===== config.mk =====
export PLATFORM = sky130hd
export DESIGN_NAME = regfile_scoreboard
export DESIGN_NICKNAME = d
export VERILOG_FILES = /design/src/rtl/regfile_pkg.sv /design/src/rtl/rf_scoreboard.sv /design/src/rtl/regfile_scoreboard.sv
export SDC_FILE = /design/constraint.sdc
export NUM_CORES = 1
export LEC_CHECK = 0
export CELL_PAD_IN_SITES_DETAIL_PLACEMENT = 1
export CELL_PAD_IN_SITES_GLOBAL_PLACEMENT = 1
export CORE_UTILIZATION = 57
export CTS_CLUSTER_DIAMETER = 120
export DETAILED_ROUTE_END_ITERATION = 16
export GPL_TIMING_DRIVEN = 0
export PLACE_DENSITY = 0.95
export SYNTH_ARGS = -nofsm -noshare
export SYNTH_HDL_FRONTEND = slang
export SYNTH_SLANG_ARGS = --single-unit

===== constraint.sdc =====
create_clock -name clk -period 23.6 [get_ports clk]
set_input_delay 4.72 -clock clk [delete_from_list [all_inputs] [get_ports clk]]
set_output_delay 4.72 -clock clk [all_outputs]
set_load 0.1 [all_outputs]

===== src/rtl/regfile_pkg.sv =====
// Shared constants and helpers for the decode-stage register file.
// Default geometry plus the reset initialisation pattern.
package regfile_pkg;

   localparam int unsigned DATA_W_DEF = 8;
   localparam int unsigned ADDR_W_DEF = 5;
   localparam int unsigned DEPTH = 2 ** ADDR_W_DEF;

   // Reset pattern: register i holds i modulo 2**dw
   function automatic logic [31:0] init_val(
      input int unsigned idx,
      input int unsigned dw
   );
      if (dw >= 32) return idx;
      return idx & ((32'd1 << dw) - 32'd1);
   endfunction

endpackage


===== src/rtl/rf_scoreboard.sv =====
// Busy scoreboard: one pending-writeback bit per register.
// Reserve beats a same-cycle write; readers see write clears, not reserves.
module rf_scoreboard
   import regfile_pkg::*;
#(
   parameter int unsigned ADDR_W = ADDR_W_DEF,
   parameter int unsigned NUM_RD = 2,
   parameter int unsigned ZERO_REG = 1
) (
   input  logic                     clk,
   input  logic                     reset,
   input  logic                     wr_en,
   input  logic [ADDR_W-1:0]        wr_addr,
   input  logic                     resv_en,
   input  logic [ADDR_W-1:0]        resv_addr,
   input  logic [NUM_RD*ADDR_W-1:0] rd_addr,
   output logic [NUM_RD-1:0]        lookup,
   output logic                     any_busy
);

   localparam int unsigned NREG = 2 ** ADDR_W;
   localparam logic ZR = (ZERO_REG != 0);

   logic [NREG-1:0] busy;
   logic            wr_ok;
   logic            resv_ok;

   assign wr_ok   = wr_en && !(ZR && (wr_addr == '0));
   assign resv_ok = resv_en && !(ZR && (resv_addr == '0));
   assign any_busy = |busy;

   // Clear on writeback, then set on reserve so a new producer wins
   always_ff @(posedge clk or posedge reset) begin
      if (reset) begin
         busy <= '0;
      end else begin
         if (wr_ok) busy[wr_addr] <= 1'b0;
         if (resv_ok) busy[resv_addr] <= 1'b1;
      end
   end

   // Per-port lookup: this edge's write clears, this edge's reserve does not
   always_comb begin
      lookup = '0;
      for (int p = 0; p < NUM_RD; p++) begin
         if (ZR && (rd_addr[p*ADDR_W +: ADDR_W] == '0)) begin
            lookup[p] = 1'b0;
         end else if (wr_en && (wr_addr == rd_addr[p*ADDR_W +: ADDR_W])) begin
            lookup[p] = 1'b0;
         end else begin
            lookup[p] = busy[rd_addr[p*ADDR_W +: ADDR_W]];
         end
      end
   end

endmodule


===== src/rtl/regfile_scoreboard.sv =====
// Multi-port register file with registered write-first reads.
// Read ports hold their outputs while disabled so decode can stall.
module regfile_scoreboard
   import regfile_pkg::*;
#(
   parameter int unsigned DATA_W = DATA_W_DEF,
   parameter int unsigned ADDR_W = ADDR_W_DEF,
   parameter int unsigned NUM_RD = 2,
   parameter int unsigned ZERO_REG = 1,
   parameter int unsigned RESET_INIT = 1
) (
   input  logic                     clk,
   input  logic                     reset,
   input  logic [NUM_RD-1:0]        rd_en,
   input  logic [NUM_RD*ADDR_W-1:0] rd_addr,
   output logic [NUM_RD*DATA_W-1:0] rd_data,
   output logic [NUM_RD-1:0]        rd_busy,
   input  logic                     wr_en,
   input  logic [ADDR_W-1:0]        wr_addr,
   input  logic [DATA_W-1:0]        wr_data,
   input  logic                     resv_en,
   input  logic [ADDR_W-1:0]        resv_addr,
   output logic                     any_busy
);

   localparam int unsigned NREG = 2 ** ADDR_W;
   localparam logic ZR = (ZERO_REG != 0);

   logic [DATA_W-1:0] regs [NREG];
   logic [NUM_RD-1:0] lookup;
   logic              wr_ok;

   assign wr_ok = wr_en && !(ZR && (wr_addr == '0));

   rf_scoreboard #(
      .ADDR_W   (ADDR_W),
      .NUM_RD   (NUM_RD),
      .ZERO_REG (ZERO_REG)
   ) u_sb (
      .clk       (clk),
      .reset     (reset),
      .wr_en     (wr_en),
      .wr_addr   (wr_addr),
      .resv_en   (resv_en),
      .resv_addr (resv_addr),
      .rd_addr   (rd_addr),
      .lookup    (lookup),
      .any_busy  (any_busy)
   );

   // Storage: reset pattern, then accept every valid write
   always_ff @(posedge clk or posedge reset) begin
      if (reset) begin
         for (int unsigned i = 0; i < NREG; i++) begin
            regs[i] <= (RESET_INIT != 0) ?
                       DATA_W'(init_val(i, DATA_W)) : '0;
         end
      end else if (wr_ok) begin
         regs[wr_addr] <= wr_data;
      end
   end

   for (genvar p = 0; p < NUM_RD; p++) begin : g_rd
      logic [ADDR_W-1:0] a;
      logic              zero;
      logic              hit;
      logic [DATA_W-1:0] d_q;
      logic              b_q;

      assign a    = rd_addr[p*ADDR_W +: ADDR_W];
      assign zero = ZR && (a == '0);
      assign hit  = wr_en && (wr_addr == a);

      // Read register: zero reg, else bypass a same-edge write, else storage
      always_ff @(posedge clk or posedge reset) begin
         if (reset) begin
            d_q <= '0;
            b_q <= 1'b0;
         end else if (rd_en[p]) begin
            if (zero) d_q <= '0;
            else if (hit) d_q <= wr_data;
            else d_q <= regs[a];
            b_q <= lookup[p];
         end
      end

      assign rd_data[p*DATA_W +: DATA_W] = d_q;
      assign rd_busy[p] = b_q;
   end

endmodule

# After elaboration in Yosys (flattened, before gate mapping)
# Index checks and enable logic that the tools add are counted.
dict set report totals {
  ff_bits 306
  out_inout_bits 19
  elab_cells 96
}
dict set report op_classes {
  n_lt_le_gt_ge 10
  eq_ne 2
  mux 27
  bitwise_logic 6
  reduce_logical 14
}
# operator count
set op_table {}
lappend op_table {{$bwmux 256} 1}
lappend op_table {{$bmux 8 s5} 2}
lappend op_table {{$mux 8} 9}
lappend op_table {{$mux 32} 2}
lappend op_table {{$demux 8 s5} 1}
lappend op_table {{$and 32x32->32} 1}
lappend op_table {{$not 32->32} 1}
lappend op_table {{$or 32x32->32} 1}
lappend op_table {{$reduce_or 32->1} 1}
lappend op_table {{$lt 5x6->1 const B} 4}
lappend op_table {{$logic_not 5->1} 4}
lappend op_table {{$ge 6x6->1 const B} 3}
lappend op_table {{$not 5->6} 3}
lappend op_table {{$bmux 1 s5} 2}
lappend op_table {{$demux 1 s5} 2}
lappend op_table {{$eq 5x5->1} 2}
lappend op_table {{$ge 5x1->1 const B} 2}
lappend op_table {{$mux 1} 8}
lappend op_table {{$logic_and 1x1->1} 7}
lappend op_table {{$lt 6x1->1 const B} 1}
lappend op_table {{$logic_not 1->1} 2}

# Logic depth before layout (Yosys ltp)
dict set report depth {
  ltp_word 9
  ltp_mapped 10
}

# Modules after synthesis
# Synthesis repeated with hierarchy kept, for this count alone.
dict set report unflattened {
  hier_cells 1168
  hier_area_um2 16723.5
}
# mod n_inst cells_each area_per_inst_um2 seq_area_each_um2
set modules_own_cells {}
lappend modules_own_cells {regfile_scoreboard 1 948 14592.7 6956.7}
lappend modules_own_cells {rf_scoreboard 1 220 2130.8 800.8}

# Worst setup path before layout
# No wires, ideal clock.
dict set report synth_path {
  kind {input to register}
  start {input rd_addr[6]}
  end {register g_rd[1].d_q[4]}
  setup_time_ps 126
  arrival_ps 6342
  required_ps 23474
  path_slack_ps 17132
  path_stages 7
  path_cell_list {buf_2 -> buf_2 -> buf_2 -> mux4_2 -> a2111oi_2 -> nor4_1 -> a221o_1}
}
dict set report synth_via {
  elab_chain_cells 6
}
# element line
set synth_rtl {}
lappend synth_rtl {{start: declaration} regfile_scoreboard.sv:15} ;# input logic [NUM_RD*ADDR_W-1:0] rd_addr,
lappend synth_rtl {{$not 5->6 (not written as such)} regfile_scoreboard.sv:82} ;# else d_q <= regs[a];
lappend synth_rtl {{$bmux 8 s5} regfile_scoreboard.sv:82}
lappend synth_rtl {{$mux 8 (not written as such) (2 in series)} regfile_scoreboard.sv:82}
lappend synth_rtl {{$mux 8} regfile_scoreboard.sv:81} ;# else if (hit) d_q <= wr_data;
lappend synth_rtl {{$mux 8 *} regfile_scoreboard.sv:80} ;# if (zero) d_q <= '0;
lappend synth_rtl {{end signal: assignment} regfile_scoreboard.sv:81}
lappend synth_rtl {{end signal: assignment} regfile_scoreboard.sv:82}
lappend synth_rtl {{end: declaration} regfile_scoreboard.sv:67} ;# logic [DATA_W-1:0] d_q;
# Mark *: on every way between the ends. The rest lies on a longest branch, timed or not. The select of a mux whose other input is x is not followed.
# A chain may end at the register's enable or synchronous reset.

# Worst setup path in the final report
dict set report layout_path {
  start {register u_sb.busy[1]}
  end {output any_busy}
}
dict set report layout_via {
  elab_chain_cells 1
}
# element line
set layout_rtl {}
lappend layout_rtl {{start: declaration} rf_scoreboard.sv:24} ;# logic [NREG-1:0] busy;
lappend layout_rtl {{start signal: assignment} rf_scoreboard.sv:35} ;# busy <= '0;
lappend layout_rtl {{start signal: indexed assignment} rf_scoreboard.sv:37} ;# if (wr_ok) busy[wr_addr] <= 1'b0;
lappend layout_rtl {{start signal: indexed assignment} rf_scoreboard.sv:38} ;# if (resv_ok) busy[resv_addr] <= 1'b1;
lappend layout_rtl {{$reduce_or 32->1} rf_scoreboard.sv:30} ;# assign any_busy = |busy;
lappend layout_rtl {{end: declaration} regfile_scoreboard.sv:23} ;# output logic any_busy
# No other way between the ends.

==> key figures <==
Synth
  – Synthesized Nets: 1176
  – Synthesized area per cell: between 10 and 15 µm²
  – Adder-cell share of the synthesized area: 0%
  – Register area share after synthesis: between 40% and 50%
  – XOR/XNOR Fraction of Synth Area: 0.5269%
  – Mux cell area share after synthesis: 38.24%
  – Synth Flop Type: dfrtp_1
  – Ys Warns: 0
  – Post-synth EDFFs: 0
  – Synth cell types: 54
  – Fraction of registers with async set/reset: 100.0%
  – Post-synthesis compound-gate area fraction: 5.999%
  – Synth Area in Simple Gates: under 10%
  – Largest family of logic cells by synthesized area: multiplexers
  – Yosys reg bits: around 310
  – Cells after Synth: around 1100
  – Synthesized area: 16620 µm²

Global route
  – Largest net degree at the start of global routing: 122
  – Vias in the first global route: around 14000
  – Global-route wire length before repair: 103.0 mm
  – Gr usage total: 48.61%
  – Antenna violations before repair: 1
  – Overflow after GRT: 0

Cells and area
  – Commonest non-fill, non-tap cell in the layout: mux2_2
  – Final Instance Area: approximately 19000 µm²
  – Share of cells above drive strength 1: 46.85%
  – Filler cell count: 2581
  – Storage cell area: 7757 µm²
  – Commonest non-fill, non-tap cells in the layout: mux2_2 (268), dfrtp_1 (226), mux4_2 (126), dfstp_2 (80), clkbuf_1 (75)
  – Final nets: 1259
  – Multi-input gate area: 8325 µm²
  – Area growth syn-to-layout: 12.81%

Floorplan
  – Vert. Die Dim: 172.8 µm
  – Row count: between 60 and 70
  – Initial Util: 57.92%
  – Core area: between 20000 and 30000 µm²
  – Die X: 172.8 µm
  – I/O Pins: 53
  – Die area: 29850 µm²

Min path
  – Hold Crit Class: reg2reg
  – Hold path depth: 1

Clock network
  – Postcts setup bufs: 0
  – CTS tree: built
  – CTS Buffer Depth: 3
  – CTS root buf: clkbuf_16
  – Clock slew at reported path FFs: 0.06 ns
  – H-Tree Depth: 2
  – Clk_lat worst skew: 0.55 ns
  – Hold_buf cts: 0
  – Total CTS buffers: 36
  – Clk sinks: around 300
  – CTS-repair resized insts: 0

STA
  – Actual slew at the worst max-slew pin: 1.584 ns
  – Final Skew: approximately 0.019 ns
  – Fin. Hold Viols: 0
  – Final period util: 32.31%
  – Slew headroom: -6.004%
  – Fmax: 0.1311 GHz
  – Final setup vio count: 0
  – Final setup TNS: 0 ns
  – RSZ-0062 raised after global routing: no
  – Slew Viols, Final: 18
  – Minimum clock period: 7.626 ns

Power
  – Power Dens Cells: 92.47 nW/µm²
  – VDD IR max: a little over 0.06 mV
  – Pleak: 7.637 nW

Setup path
  – Worst reg2reg path depth: 5
  – Crit Path Category: reg2out
  – Worst Path Arrival: 2.91 ns
  – Critical Path End Type: primary output
  – Required @ worst endpoint: 18.88 ns
  – Critical Path Start Type: flip-flop
  – CP Max Fanout: 4

Route
  – Violation count after the first detailed-route iteration: 2482
  – Mean routed wirelength per cell: 42.97 µm
  – Post-Route WL: 70.38 mm
  – DRC: 0
  – First drt pass iteration count: 14
  – Via count: 13430
  – Vias per cell: 8.201
  – Antenna Nets Post-Route: 0

Place
  – Port Buffer Count: roughly 40
  – Cell Area, Placed: 17580 µm²
  – HPWL Detailed: 41.79 mm
  – Gpl congestion: between 0.9 and 1

Flow run
  – MaxCap Viol Count: 2

Status
  – Failing checks: max-capacitance violations, max-slew violations
  – Status: finished, violations left
registers in the layout, summed over array words and instances (netlist names):
register and flops:
g_rd.d_q 16, g_rd.b_q 2, u_sb.busy 32, regs 256
power breakdown:
part	switching (mW)	leakage [nW]	internal (mW)
registers	0.111	3.71	0.646
logic	0.219	3.38	0.197
clock network	0.242	0.544	0.319
critical path: stages (launching register included):
cell,delay [ns]
dfrtp_1,0.43
nor4_1,0.47
nand4_1,0.15
or2_2,0.34
clkdlybuf4s50_1,0.98
area by class of cell:
| cell class | instances | share of cell area [%] |
|---|---|---|
| antenna | 1 | 0.01334 |
| sequential | 306 | 41.37 |
| multi-input combinational | 728 | 44.40 |
| clock inverter | 6 | 0.3469 |
| tap | 384 | 2.562 |
| clock buffer | 60 | 5.665 |
| timing repair buffer | 45 | 2.622 |
| buffer | 100 | 2.829 |
| inverter | 8 | 0.2002 |
Yosys cell counts (19+ instances only):
master      n  area share (%)
buf_2      19            0.57
mux2_2    268              18
nand2_1    33            0.75
o22ai_1    28             1.1
dfstp_2    80              13
nor2b_1    19            0.72
dfrtp_1   226              34
o21ai_0    27            0.81
mux2i_1    29             1.7
clkbuf_1   57             1.3
mux4_2    126              17
kinds of logic after synthesis:
logic type | Yosys count
multiplexers | 431
flip-flops | 306
buffers and inverters | 108
AND/OR/NAND/NOR | 154
XOR/XNOR | 10
AO/OA/AOI/OAI | 133
final timing paths:
| kind | endpoint | startpoint | slack (ns) |
|---|---|---|---|
| worst min register to register | regs[251]$_DFFE_PP0P_ | regs[251]$_DFFE_PP0P_ | 0.51 |
| worst max register to register | g_rd[1].d_q[5]$_DFFE_PP0P_ | regs[117]$_DFFE_PP0P_ | 21.14 |
| worst max-delay path | any_busy | u_sb.busy[1]$_DFF_PP0_ | 15.97 |
| min in group asynchronous | g_rd[1].d_q[0]$_DFFE_PP0P_ | reset | 4.64 |
| worst min-delay path | regs[251]$_DFFE_PP0P_ | regs[251]$_DFFE_PP0P_ | 0.51 |
| max in group asynchronous | regs[246]$_DFFE_PP0P_ | reset | 17.92 |
layer usage:
metal / GRT usage [%] / routed length, µm
met4: 35.21 / 6617
met5: 0.6410 / 0
met1: 57.20 / 22950
met2: 68.57 / 29880
met3: 24.76 / 10940
through the flow:
stage / std cells / power, mW / util [%] / setup slack, ns / hold slack (ns)
6_report: 1638 / 1.734 / 65.34 / 15.97 / 0.5090
5_1_grt: 1637 / 1.759 / 65.33 / 15.99 / 0.5195
4_1_cts: 1635 / 1.700 / 65.17 / 16.01 / 0.5073
3_5_place_dp: 1569 / 1.124 / 61.24 / 15.86 / 0.4736
3_3_place_gp: 1567 / 1.080 / 61.02 / 7.113 / 0.4563
2_1_floorplan: 1142 / 0.9866 / - / 10.55 / 0.4385
(Power assumes the default switching activity.)
